<file path="src/rtl/ex_stage_control.sv">
// ex_stage_control: EX-stage decode, WB control register and flush/multiply/GPIO FSM.
// Optional BRANCH_DELAY_SLOT_EN: taken branches keep the next instruction (no FLUSH squash).
module ex_stage_control #(
  parameter int MULT_LAT = 4,
  parameter int GPIO_CH  = 4
) (
  input  logic               clk,
  input  logic               rst,
  input  logic               instr_valid,
  input  logic [31:0]        instruction_EX,
  input  logic               zero_EX,
  output logic [3:0]         alu_op_EX,
  output logic [4:0]         shamt_EX,
  output logic [1:0]         alu_src_EX,
  output logic               rdrt_EX,
  output logic               enhilo_EX,
  output logic [1:0]         regsel_EX,
  output logic               regwrite_EX,
  output logic [1:0]         pc_src_EX,
  output logic               stall_FETCH,
  output logic [GPIO_CH-1:0] gpio_out_en,
  output logic               regwrite_WB,
  output logic [1:0]         regsel_WB,
  output logic               illegal_EX
);
  typedef enum logic [1:0] {RUN, FLUSH, MBUSY} state_t;
  state_t state;
  logic [3:0] cnt;
  logic mul_u, taken, is_mult, gpio_hit, go_flush;
  logic [5:0] op, fn;
  logic [4:0] rd, sh;
  logic unused_bits;
  assign op = instruction_EX[31:26];
  assign fn = instruction_EX[5:0];
  assign rd = instruction_EX[15:11];
  assign sh = instruction_EX[10:6];
  assign unused_bits = ^instruction_EX[25:16];
  assign gpio_hit = (rd == 5'd0) && (int'(sh) < GPIO_CH);
`ifdef BRANCH_DELAY_SLOT_EN
  assign go_flush = 1'b0;
`else
  assign go_flush = taken;
`endif
  always_comb begin
    alu_op_EX = 4'b0100;
    shamt_EX = sh;
    alu_src_EX = 2'd0;
    rdrt_EX = 1'b0;
    enhilo_EX = 1'b0;
    regsel_EX = 2'd0;
    regwrite_EX = 1'b0;
    pc_src_EX = 2'd0;
    stall_FETCH = 1'b0;
    gpio_out_en = '0;
    illegal_EX = 1'b0;
    taken = 1'b0;
    is_mult = 1'b0;
    if (!rst) begin
    end else if (state == MBUSY) begin
      stall_FETCH = 1'b1;
      enhilo_EX = 1'b1;
      alu_op_EX = mul_u ? 4'b0111 : 4'b0110;
    end else if (state == RUN && instr_valid) begin
      case (op)
        6'b000000: case (fn)
          6'b100000, 6'b100001: begin alu_op_EX = 4'b0100; regwrite_EX = 1'b1; end
          6'b100010, 6'b100011: begin alu_op_EX = 4'b0101; regwrite_EX = 1'b1; end
          6'b100100: begin alu_op_EX = 4'b0000; regwrite_EX = 1'b1; end
          6'b100101: begin alu_op_EX = 4'b0001; regwrite_EX = 1'b1; end
          6'b100111: begin alu_op_EX = 4'b0010; regwrite_EX = 1'b1; end
          6'b100110: begin alu_op_EX = 4'b0011; regwrite_EX = 1'b1; end
          6'b000000: begin alu_op_EX = 4'b1000; regwrite_EX = 1'b1; end
          6'b000010: begin
            alu_op_EX = 4'b1001;
            regwrite_EX = !gpio_hit;
            gpio_out_en = gpio_hit ? (GPIO_CH'(1) << sh) : '0;
          end
          6'b000011: begin alu_op_EX = 4'b1010; regwrite_EX = 1'b1; end
          6'b101010: begin alu_op_EX = 4'b1100; regwrite_EX = 1'b1; end
          6'b101011: begin alu_op_EX = 4'b1101; regwrite_EX = 1'b1; end
          6'b010000: begin regsel_EX = 2'd1; regwrite_EX = 1'b1; end
          6'b010010: begin regsel_EX = 2'd2; regwrite_EX = 1'b1; end
          6'b011000, 6'b011001: begin
            alu_op_EX = fn[0] ? 4'b0111 : 4'b0110;
            enhilo_EX = 1'b1;
            is_mult = 1'b1;
          end
          default: illegal_EX = 1'b1;
        endcase
        6'b001000, 6'b001001: begin alu_op_EX = 4'b0100; alu_src_EX = 2'd1; rdrt_EX = 1'b1; regwrite_EX = 1'b1; end
        6'b001010: begin alu_op_EX = 4'b1100; alu_src_EX = 2'd1; rdrt_EX = 1'b1; regwrite_EX = 1'b1; end
        6'b001100: begin alu_op_EX = 4'b0000; alu_src_EX = 2'd2; rdrt_EX = 1'b1; regwrite_EX = 1'b1; end
        6'b001101: begin alu_op_EX = 4'b0001; alu_src_EX = 2'd2; rdrt_EX = 1'b1; regwrite_EX = 1'b1; end
        6'b001110: begin alu_op_EX = 4'b0011; alu_src_EX = 2'd2; rdrt_EX = 1'b1; regwrite_EX = 1'b1; end
        6'b001111: begin alu_op_EX = 4'b1000; alu_src_EX = 2'd1; rdrt_EX = 1'b1; regwrite_EX = 1'b1; shamt_EX = 5'd16; end
        6'b000100, 6'b000101: begin
          alu_op_EX = 4'b0101;
          taken = op[0] ? !zero_EX : zero_EX;
          pc_src_EX = taken ? 2'd1 : 2'd0;
        end
        6'b000010: begin pc_src_EX = 2'd2; taken = 1'b1; end
        default: illegal_EX = 1'b1;
      endcase
    end
  end
  // The issue cycle counts toward MULT_LAT, so MBUSY lasts MULT_LAT-1 cycles.
  always_ff @(posedge clk or negedge rst) begin
    if (!rst) begin
      state <= RUN;
      cnt <= 4'd0;
      mul_u <= 1'b0;
      regwrite_WB <= 1'b0;
      regsel_WB <= 2'd0;
    end else begin
      regwrite_WB <= regwrite_EX;
      regsel_WB <= regsel_EX;
      case (state)
        RUN: if (go_flush) state <= FLUSH;
          else if (is_mult && MULT_LAT > 1) begin
            state <= MBUSY;
            cnt <= 4'(MULT_LAT - 1);
            mul_u <= fn[0];
          end
        MBUSY: begin
          cnt <= cnt - 4'd1;
          if (cnt == 4'd1) state <= RUN;
        end
        default: state <= RUN;
      endcase
    end
  end
endmodule

</file>
<file path="config.mk">
export PLATFORM = sky130hd
export DESIGN_NAME = ex_stage_control
export DESIGN_NICKNAME = d
export VERILOG_FILES = /design/src/rtl/ex_stage_control.sv
export SDC_FILE = /design/constraint.sdc
export NUM_CORES = 1
export LEC_CHECK = 0
export BUFFER_PORTS_ARGS = -buffer_cell sky130_fd_sc_hd__buf_2
export CAP_MARGIN = 10
export CORE_MARGIN = 4
export CORE_UTILIZATION = 48
export CTS_CLUSTER_DIAMETER = 40
export CTS_CLUSTER_SIZE = 25
export DETAILED_ROUTE_END_ITERATION = 10
export GPL_TIMING_DRIVEN = 0
export PLACE_DENSITY = 0.85
export SYNTH_ARGS = -nofsm -noshare
export SYNTH_HDL_FRONTEND = slang
export SYNTH_SLANG_ARGS = --single-unit
</file>
<file path="constraint.sdc">
create_clock -name clk -period 5.7 [get_ports clk]
set_clock_uncertainty 0.15 [all_clocks]
set_input_delay 0.855 -clock clk [delete_from_list [all_inputs] [get_ports clk]]
set_output_delay 0.855 -clock clk [all_outputs]
set_load 0.05 [all_outputs]
</file>
**Yosys cells after proc, flatten, opt, wreduce, memory -nomap -nowiden**

Index checks and enable logic that the tools add are counted.

- Output and inout port bits: 27
- Word-level logic and storage cells: 128
- Register bits after elaboration: 10

- Add/sub/neg operators: 1
- Eq/ne operators: 32
- Multiplexer cells: 66
- Reductions and logical operators: 21
- $lt $le $gt $ge: 1
- Shifts and indexed selects: 1
- Bitwise gates (word level): 1

Operator list:

| cell | number |
|---|---|
| 6-bit == test (second input constant) | 10 |
| 4-bit two-way mux | 11 |
| 4-bit case mux with 11 select lines | 1 |
| 6-bit by 4-bit == test with 1-bit output (second input constant) | 7 |
| 4-bit case mux with 7 select lines | 1 |
| 1-bit two-way mux | 27 |
| 2-bit two-way mux | 13 |
| 6-bit by 5-bit == test with 1-bit output (second input constant) | 4 |
| 5-bit two-way mux | 4 |
| 6-bit by 2-bit == test with 1-bit output (second input constant) | 3 |
| 17-bit OR reduction | 1 |
| 2-bit case mux with 2 select lines | 4 |
| 14-bit OR reduction | 1 |
| 6-bit by 3-bit == test with 1-bit output (second input constant) | 2 |
| 6-bit logical NOT | 2 |
| 10-bit OR reduction | 1 |
| 1-bit case mux with 2 select lines | 4 |
| 4-bit case mux with 2 select lines | 1 |
| 7-bit OR reduction | 1 |
| 3-bit AND reduction | 2 |
| 2-bit OR reduction | 3 |
| 5-bit logical NOT | 1 |
| 5-bit by 3-bit less-than comparator with 1-bit output (second input constant) | 1 |
| 1-bit by 5-bit left shift with 4-bit output (first input constant) | 1 |
| 14 further kinds | 17 |

**Longest topological paths before layout**

Gate-level depths: netlist of the first run.

- Depth after elaboration: 10
- Mapped depth: 7
- Mapped depth without buffers: 5

**Worst setup path before layout of the first run**

OpenSTA, ideal clock, no wires.

- Path type: in2out
- Start point: input port instruction_EX[29]
- End point: output port regsel_EX[1]
- Stages on the path: 5
- Buffers on the path: 2
- Path slack: 1027 ps
- Arrival time: 3668 ps
- Cell sequence: buf_6 or4_1 or4_1 clkbuf_2 nor4_1

- Cells in the longest elaborated chain, start to end: 5

Ends and longest elaborated chain:

| element | RTL line | source |
|---|---|---|
| start: declaration | 10 | `input logic [31:0] instruction_EX,` |
| 6-bit logical NOT | 64 | `case (op)` |
| 2-bit two-way mux | 64 |  |
| 2-bit two-way mux | 63 | `end else if (state == RUN && instr_valid) begin` |
| 2-bit two-way mux | 59 | `end else if (state == MBUSY) begin` |
| 2-bit two-way mux | 58 | `if (!rst) begin` |
| end: declaration | 17 | `output logic [1:0] regsel_EX,` |

Every way passes these cells.

**Worst setup path in the final report of the first run**

- Start point: input port rst
- End point: output port alu_op_EX[0]

- Cells in the longest elaborated chain, start to end: 1

Ends and longest elaborated chain:

| element | RTL line | source |
|---|---|---|
| start: declaration | 8 | `input logic rst,` |
| 4-bit two-way mux | 58 |  |
| end: declaration | 12 | `output logic [3:0] alu_op_EX,` |

Every way passes these cells.

==> out/summary.txt, run 1 <==
DRT antenna net count - 0
Initial DRT Pass Iterations - 4
Die area - 3239 sq um
Avg Cell Area, Syn - 7.134 sq um
Initial DRC count - 31
GP Congestion - 0.9245
Largest net degree at the start of global routing - 14
TritonCTS clock tree - yes
Top-area cell type share of the netlist area - 21.79%
Critical-path maximum fanout - 13
Worst setup SP type - primary input
Synth Instances - 161
Post-route DRC - 0
Combinational share of power - 42.7%
Fin. max-slew vios - 0
Post-CTS resize count - 0
Fmax - 250.7 MHz
Sink Count - 10
Post-synthesis sequential area ratio - 21.79%
Primary FF master, synth - dfrtp_1
Yosys cell types - 48
Vias - 1340
Antenna cells - 0
Buffers on Ports - 50
Area growth, synth to finish - 28.00%
Flop2flop setup slack - 3640 ps
Maximum clock insertion buffer count - 2
Setup TNS - 0 ps
Number of max-cap violations - 0
WS Path Type - in -> out
Design Area, Final - 1470 sq um
Crit end category - output pin
Slew @ Worst Pin - 639.3 ps
Placed cell area - 1434 sq um
Psw - 115.8 uW
Gr usage total - 18.97%
Sequential Power Share - 35.4%
CTS root buffer - clkbuf_4
Clock slew at reported path FFs - 70 ps
Number of global-route vias before repair - 1210
GRT overflow - 0
Aggregate routed wire length - 3066 um
Largest area contributor in the netlist - dfrtp_1
Detailed placer's ending HPWL - 2548 um
Hold Vio Cnt, Final - 0
Die X - 56.92 um
Status - finished clean
Slew margin rel. - 57.05%
Unrepaired setup endpoints after global routing - false
Cts hold-fix bufs - 0
# IOs - 63
Mapped Nets - 199
Vias per std cell - 5.514
Required time of the critical path - 4700 ps
VDD IR-drop max - 0.1415 mV
First-pass GRT wire length - 5126 um
Initial antenna violation count - 0
Number of synthesized flops with an enable pin - 0
Static Leak - 0.7438 nW
Core area - 2255 sq um
Share of layout cells above drive strength 1 - 29.77%
Core Util, Final - 65.21%
Post-CTS setup buffers - 0
Clock Power Share - 21.9%
WP data arrival - 2980 ps
Period utilisation layout - 69.97%
Register bit count reported by yosys - 10
Commonest cells after routing, fill and taps aside - buf_2 (50), nand2_1 (22), nor2_1 (16)
Layout Nets - 254
Synth async-reset ratio - 100.0%
Tmin final - 3988 ps
Pint - 172.3 uW
CTS Buf Count - 3
Area contributors post-synth - dfrtp_1 (22%), nand2_1 (7.2%), nor2_1 (5.2%)
Yosys warns - 0
Most common cell after layout, fill and taps aside - buf_2
Die height - 56.92 um
Synth Cell Area - 1149 sq um
WL per Instance - 12.62 um
Power per cell area - 195.9 nW/um^2
CTS HTree Levels - 1
Rows - 17
Hold Crit Class - in -> async
# setup viols final - 0
Clk_lat worst skew - 260 ps
Switching part of the total - 40.20%
Fin Hold WS - 299.6 ps
Starting Density - 50.94%
-- cells in the mapped netlist, types with 2 or more instances --
master,count
nand2_1,22
nor2_1,16
dfrtp_1,10
clkbuf_1,8
o21ai_0,8
a21oi_1,7
and2_1,7
nor3_1,7
nor4_1,7
inv_1,6
nand2b_1,4
nand3_1,4
nor2b_1,4
nor3b_1,4
xnor2_1,4
a31oi_1,3
a2bb2oi_1,2
and3_1,2
buf_6,2
ha_1,2
nand3b_1,2
o211a_1,2
o21a_1,2
or4_1,2
-- through the flow --
stage          power (mW)  instances  setup slack (ps)
2_1_floorplan      0.1920        161              1027
3_3_place_gp       0.2224        239              1746
3_5_place_dp       0.2261        239              1756
4_1_cts            0.2903        243              1742
5_1_grt            0.3113        243              1533
6_report           0.2881        243              1712
-- kinds of logic (layout without fill, tap and decap cells) --
family | Yosys count | in the layout | synth area share, %
DFF | 10 | 10 | 21.79
AOI/OAI and AO/OA | 33 | 33 | 19.39
buffers and inverters | 18 | 72 | 7.625
and+or+nand+nor | 91 | 91 | 43.03
muxes | 2 | 2 | 2.178
adders and majority gates | 2 | 2 | 2.178
xor gates and xnor gates | 5 | 5 | 3.812
-- power by group through the flow --
stage	Sequential, mW	Clock, mW	Combinational [mW]
finish	0.102	0.0630	0.123
global route	0.103	0.0691	0.139
CTS	0.101	0.0648	0.124
detailed placement	0.103	0	0.123
global placement	0.102	0	0.120
floorplan	0.0997	0	0.0923
-- worst max-delay path, stage by stage --
cell	delay [ps]
buf_2	240
nand4bb_1	240
nor3_1	560
o221a_2	350
o311ai_0	170
o21ai_0	260
buf_2	300
-- state kept, by name, summed over array words and instances, names as in the netlist --
name         flops
mul_u            1
state            2
regwrite_WB      1
cnt              4
regsel_WB        2
-- per-layer routing --
layer | global-route usage (%) | routed length (um) | part of all wire (%) | vias up
met5 | 0 | 0 | 0 | -
met4 | 4.636 | 17 | 0.55 | 0
met3 | 1.379 | 108 | 3.5 | 2
met2 | 33.61 | 1584 | 52 | 31
met1 | 24.79 | 1355 | 44 | 618
li1 | - | - | - | 689
-- cell type report --
class,instances,area (sq um)
inverter,6,22.52
clock buffer,4,36.28
multi-input combinational,133,810.8
fill,223,784.5
tap,28,35.03
timing repair buffer,50,250.2
sequential,10,250.2
buffer,12,65.06
-- worst paths after layout --
check | startpoint | to | cells past startpoint
worst max-delay path | rst | alu_op_EX[0] | 7
worst max register to register | state[0] | mul_u | 5
worst min register to register | state[0] | state[1] | 1
min in group clk | state[0] | state[1] | 1
max in group asynchronous | rst | mul_u | 1
worst min-delay path | rst | cnt[0] | 1
(Power assumes the default switching activity.)
==> run 2, diff against run 1 <==
--- a/config.mk
+++ b/config.mk
@@ -8,12 +8,12 @@
 export BUFFER_PORTS_ARGS = -buffer_cell sky130_fd_sc_hd__buf_2
 export CAP_MARGIN = 10
 export CORE_MARGIN = 4
-export CORE_UTILIZATION = 48
+export CORE_UTILIZATION = 40
 export CTS_CLUSTER_DIAMETER = 40
 export CTS_CLUSTER_SIZE = 25
 export DETAILED_ROUTE_END_ITERATION = 10
 export GPL_TIMING_DRIVEN = 0
-export PLACE_DENSITY = 0.85
+export PLACE_DENSITY = 0.76
 export SYNTH_ARGS = -nofsm -noshare
 export SYNTH_HDL_FRONTEND = slang
 export SYNTH_SLANG_ARGS = --single-unit
==> constraint.sdc (replaced) <==
create_clock -name clk -period 3.61 [get_ports clk]
set_clock_uncertainty 0.15 [all_clocks]
set_input_delay 0.5415 -clock clk [delete_from_list [all_inputs] [get_ports clk]]
set_output_delay 0.5415 -clock clk [all_outputs]
set_load 0.05 [all_outputs]
==> run 2 against run 1 <==
Effect of this change: combinational power up 59%; utilization is 11 points lower; total power is 59% higher; final cell count up 1.6%; sequential share of layout area fell by 0.28 points; critical path type unchanged; clock-buffer cell count is the same.
==> out/summary.txt, run 2 (synthesis results as in run 1) <==
Hold Vio Cnt, Final - 0 (unchanged)
Setup TNS - 0 ps (unchanged)
Pre-CTS WS - 267.0 ps (-1489 ps)
Unrepaired setup endpoints after global routing - false
Vias per std cell - 5.510 (about the same)
WHS Path Cells - 1
CTS HTree Levels - 1 (unchanged)
Slew @ Worst Pin - 630.9 ps (-8.477 ps)
Core Util, Final - 54.22% (-11 points)
Required time of the critical path - 2920 ps (-1780 ps)
Die area - 3793 sq um (+17%)
Fmax - 304.1 MHz
First-pass GRT wire length - 5023 um (-2.0%)
Initial DRT Pass Iterations - 4 (unchanged)
CTS root buffer - clkbuf_4
Flop2flop setup slack - 1560 ps (-2080 ps)
Cts hold-fix bufs - 1 (+1)
Core area - 2758 sq um (+22%)
Antenna cells - 0 (unchanged)
Gr usage total - 17.37% (-1.6 points)
Most common cell after layout, fill and taps aside - buf_2
Post-route DRC - 0 (unchanged)
TritonCTS clock tree - yes
Hold_sp - state[0]
Min-Delay Endpoint - state[1]
Initial antenna violation count - 0 (unchanged)
Area growth, synth to finish - 30.17%
Starting Density - 41.65% (-9.3 points)
Fin Hold WS - 292.6 ps (-7.058 ps)
Period utilisation layout - 91.10%
Design Area, Final - 1495 sq um (+1.7%)
Worst reg2reg path startpoint - state[0]
Worst setup SP type - primary input
Crit. Startpoint - instruction_EX[28]
GRT overflow - 0 (unchanged)
Max stage delay on crit path - 530 ps (-30 ps)
Post-CTS setup buffers - 0 (unchanged)
Fill cells - 286 (+28%)
GP Congestion - 0.8720 (-5.7%)
Aggregate routed wire length - 3156 um (+2.9%)
Commonest cells after routing, fill and taps aside - buf_2 (50), nand2_1 (22), nor2_1 (16)
CTS Buf Count - 3 (unchanged)
Number of global-route vias before repair - 1128 (-6.8%)
VDD IR-drop max - 0.2897 mV (+100%)
Clk_lat worst skew - 270 ps (about the same)
# IOs - 63 (unchanged)
Slew margin rel. - 57.62% (+0.57 points)
Die height - 61.59 um (+8.2%)
Multi-input gate area - 822.0 sq um (+1.4%)
Buffers on Ports - 50 (unchanged)
Layout Nets - 255 (+0.39%)
DRT antenna net count - 0 (unchanged)
Placed cell area - 1449 sq um (+1.0%)
Worst Reg2Reg Path Length in Cells - 5 (unchanged)
Detailed placer's ending HPWL - 2509 um (-1.5%)
Rows - 19 (+2)
Fin. max-slew vios - 0 (unchanged)
Largest register by flop count - cnt
Vias - 1361 (+1.6%)
Die X - 61.59 um (+8.2%)
Slowest CP cell - or4_1
Register area - 250.2 sq um (unchanged)
WL per Instance - 12.78 um (+1.3%)
Static Leak - 0.7483 nW (+0.61%)
Critical Path, Cell by Cell - buf_2 -> or4_1 -> or4_1 -> clkbuf_2 -> nor4_1 -> nor2b_1 -> buf_2
Power per cell area - 306.7 nW/um^2 (+57%)
Initial DRC count - 43 (+39%)
Crit end category - output pin
# setup viols final - 0 (unchanged)
Worst r2r dst - mul_u
Clock slew at reported path FFs - 70 ps (about the same)
Status - finished clean
WP data arrival - 2600 ps (-380 ps)
Largest register FFs - 4 (unchanged)
Maximum clock insertion buffer count - 2 (unchanged)
Sink Count - 10 (unchanged)
Tmin final - 3289 ps
Share of layout cells above drive strength 1 - 30.56% (+0.79 points)
Final worst slack - 321.3 ps (-1390 ps)
Hold Crit Class - reg -> reg
Top flop regs - cnt (4), regsel_WB (2), state (2)
Post-CTS resize count - 0 (unchanged)
Largest net degree at the start of global routing - 11 (-3)
Critical-path maximum fanout - 6 (-7)
WS Path Type - in -> out
Number of max-cap violations - 0 (unchanged)
## run 2: cell count changes in the layout (fill, tap and decap cells not counted), sizes merged
cell / previous run / this run
dlygate4sd3: 0 / 1
## run 2: worst max-delay path by stage
stage / slack (ps) / endpoint / cells after the start
floorplan: 130 / gpio_out_en[0] / 6
global placement: 280 / shamt_EX[2] / 7
detailed placement: 270 / shamt_EX[2] / 7
CTS: 330 / gpio_out_en[0] / 7
global route: 150 / gpio_out_en[0] / 7
finish: 320 / gpio_out_en[0] / 7
## run 2: layout make-up
class | instances | area share, %
multi-input combinational | 133 | 54.98
sequential | 10 | 16.74
tap | 31 | 2.594
timing repair buffer | 51 | 17.41
clock buffer | 4 | 2.427
inverter | 6 | 1.506
buffer | 12 | 4.351
## run 2: through the flow
step	std cells	power (mW)
2_1_floorplan	161	0.3038
3_3_place_gp	242	0.3514
3_5_place_dp	242	0.3569
4_1_cts	247	0.4637
5_1_grt	247	0.4977
6_report	247	0.4586
## run 2: routing by layer
metal | wire length [um] | track usage, % | vias to the layer above | share of wire, %
met2 | 1544 | 27.35 | 38 | 49
met1 | 1431 | 24.09 | 633 | 45
met3 | 167 | 2.725 | 2 | 5.3
li1 | - | - | 688 | -
met4 | 12 | 5.758 | 0 | 0.38
met5 | 0 | 0 | - | 0
## run 2: critical path, delay by kind of cell
kind	cells	cell delay, ps
and+or+nand+nor	4	1480
buffers and inverters	3	570
## run 2: report_power, final
part / switching [mW] / internal, mW / leakage [nW]
registers: 0.0240 / 0.137 / 0.131
clock network: 0.0418 / 0.0613 / 0.0210
logic: 0.120 / 0.0741 / 0.596
==> run 3, diff against run 2 <==
--- a/config.mk
+++ b/config.mk
@@ -7,7 +7,7 @@
 export LEC_CHECK = 0
 export BUFFER_PORTS_ARGS = -buffer_cell sky130_fd_sc_hd__buf_2
 export CAP_MARGIN = 10
-export CORE_MARGIN = 4
+export CORE_MARGIN = 5
 export CORE_UTILIZATION = 40
 export CTS_CLUSTER_DIAMETER = 40
 export CTS_CLUSTER_SIZE = 25
==> run 3 against run 2 <==
Effect of this change: critical path depth stayed put; non-clock buffer count stayed put; utilization stayed put; worst setup slack better by 20 ps; combinational power hardly changed; global-route usage is 1.7 points lower; critical path type unchanged.
==> out/summary.txt, run 3 (synthesis results as in run 1) <==
Largest net degree at the start of global routing - 11 (unchanged)
Slowest CP cell - or4_1
Clock slew at reported path FFs - 60 ps (about the same)
Final non-filler cell total - 247 (unchanged)
Core Util, Final - 54.22% (unchanged)
Switching part of the total - 39.92% (-0.68 points)
WP data arrival - 2580 ps (-20 ps)
CTS root buffer - clkbuf_4
Critical-path maximum fanout - 6 (unchanged)
Initial antenna violation count - 0 (unchanged)
Static Leak - 0.7483 nW (unchanged)
Post-route DRC - 0 (unchanged)
Die area - 4043 sq um (+6.6%)
Most common cell after layout, fill and taps aside - buf_2
Status - finished clean
Hold Vio Cnt, Final - 0 (unchanged)
GRT overflow - 0 (unchanged)
Clock Power Share - 21.8% (-0.7 points)
Commonest cells after routing, fill and taps aside - buf_2 (50), nand2_1 (22), nor2_1 (16)
Largest register FFs - 4 (unchanged)
Unrepaired setup endpoints after global routing - false
VDD IR-drop max - 0.2515 mV (-13%)
Post-CTS resize count - 0 (unchanged)
Vias per std cell - 5.377 (-2.4%)
Top flop regs - cnt (4), regsel_WB (2), state (2)
Pint - 272.7 uW (+0.11%)
Share of layout cells above drive strength 1 - 30.56% (unchanged)
Fill cells - 283 (-1.0%)
Number of global-route vias before repair - 1169 (+3.6%)
Aggregate routed wire length - 3088 um (-2.2%)
Initial DRC count - 57 (+33%)
Required time of the critical path - 2920 ps (about the same)
Number of max-cap violations - 0 (unchanged)
Critical Path, Cell by Cell - buf_2 -> or4_1 -> or4_1 -> clkbuf_2 -> nor4_1 -> nor2b_1 -> buf_2
Final worst slack - 341.4 ps (+20.08 ps)
Layout Nets - 255 (unchanged)
TritonCTS clock tree - yes
Largest register by flop count - cnt
Maximum clock insertion buffer count - 2 (unchanged)
Detailed placer's ending HPWL - 2499 um (-0.38%)
# setup viols final - 0 (unchanged)
Worst setup SP type - primary input
Tmin final - 3269 ps (-20.08 ps)
Clk_lat worst skew - 260 ps (about the same)
CTS HTree Levels - 1 (unchanged)
Area growth, synth to finish - 30.17% (unchanged)
Die height - 63.59 um (+3.2%)
Buffers on Ports - 50 (unchanged)
DRT antenna net count - 0 (unchanged)
Initial DRT Pass Iterations - 4 (unchanged)
GP Congestion - 0.8664 (-0.64%)
Setup TNS - 0 ps (unchanged)
Hold Crit Class - reg -> reg
Fin. max-slew vios - 0 (unchanged)
Pre-CTS WS - 270.3 ps (+3.363 ps)
Slew margin rel. - 57.17% (-0.45 points)
Rows - 19 (unchanged)
Max stage delay on crit path - 520 ps (about the same)
Post-CTS setup buffers - 0 (unchanged)
Worst path bufs/invs - 3 (unchanged)
Vias - 1328 (-2.4%)
Combinational share of power - 42.8% (+0.4 points)
CTS Buf Count - 3 (unchanged)
Psw - 181.2 uW (-2.7%)
First-pass GRT wire length - 5333 um (+6.2%)
Slew @ Worst Pin - 637.6 ps (+6.725 ps)
Starting Density - 41.65% (unchanged)
Core area - 2758 sq um (unchanged)
Gr usage total - 15.68% (-1.7 points)
Power per cell area - 303.6 nW/um^2 (-1.0%)
Fmax - 305.9 MHz (+0.61%)
Antenna cells - 0 (unchanged)
Sink Count - 10 (unchanged)
Crit-path leading delay family - simple AND/OR/NAND/NOR gates
Period utilisation layout - 90.54% (-0.56 points)
Sequential Power Share - 35.4% (+0.3 points)
# IOs - 63 (unchanged)
WL per Instance - 12.50 um (-2.2%)
Placed Cells - 242 (unchanged)
Total Power - 453.9 uW (-1.0%)
Crit end category - output pin
WS Path Type - in -> out
Die X - 63.59 um (+3.2%)
[run 3: cell counts in the layout (fill, tap and decap cells not counted)]
No cell type changed its count.
[run 3: timing repair]
action                                  in CTS  in global routing
hold buffers                                 1                  0
endpoints found under the hold margin       10                  0
endpoints found under the setup margin       0                  0
[run 3: final cells by class]
type / count / area (sq um) / area share, %
flip-flops and latches: 10 / 250.2 / 16.74
inverters: 6 / 22.52 / 1.506
plain buffers: 12 / 65.06 / 4.351
multi-input cells: 133 / 822.0 / 54.98
repair buffers: 51 / 260.3 / 17.41
clock buffers: 4 / 36.28 / 2.427
well taps: 31 / 38.79 / 2.594
[run 3: path summary, 6_finish.rpt]
| path | start | endpoint | slack [ps] | cells after the start |
|---|---|---|---|---|
| max in group asynchronous | rst | regsel_WB[1] | 2360 | 2 |
| worst max register to register | state[0] | mul_u | 1600 | 5 |
| worst max-delay path | instruction_EX[28] | gpio_out_en[0] | 340 | 7 |
| worst min-delay path | state[0] | state[1] | 290 | 1 |
| worst min register to register | state[0] | state[1] | 290 | 1 |
| min in group asynchronous | rst | cnt[3] | 640 | 2 |
[run 3: stage by stage]
| step | instance area (sq um) | hold WS [ps] |
|---|---|---|
| final | 1495 | 288.7 |
| after global routing | 1495 | 328.2 |
| after CTS | 1495 | 289.3 |
| after detailed placement | 1449 | 275.3 |
| after global placement | 1449 | 272.2 |
| after floorplan | 1160 | 95.91 |
[run 3: layer usage]
metal | global-route usage, % | share of wire, % | vias up
li1 | - | - | 684
met1 | 22.27 | 43 | 589
met2 | 22.97 | 47 | 47
met3 | 2.131 | 7.8 | 8
met4 | 7.532 | 2.1 | 0
met5 | 0 | 0 | -
[run 3: power by group through the flow]
stage               clock, mW  combinational, mW  sequential [mW]
finish                 0.0990              0.194            0.161
global route            0.112              0.221            0.166
CTS                     0.104              0.195            0.161
detailed placement          0              0.194            0.162
global placement            0              0.190            0.162
floorplan                   0              0.146            0.157
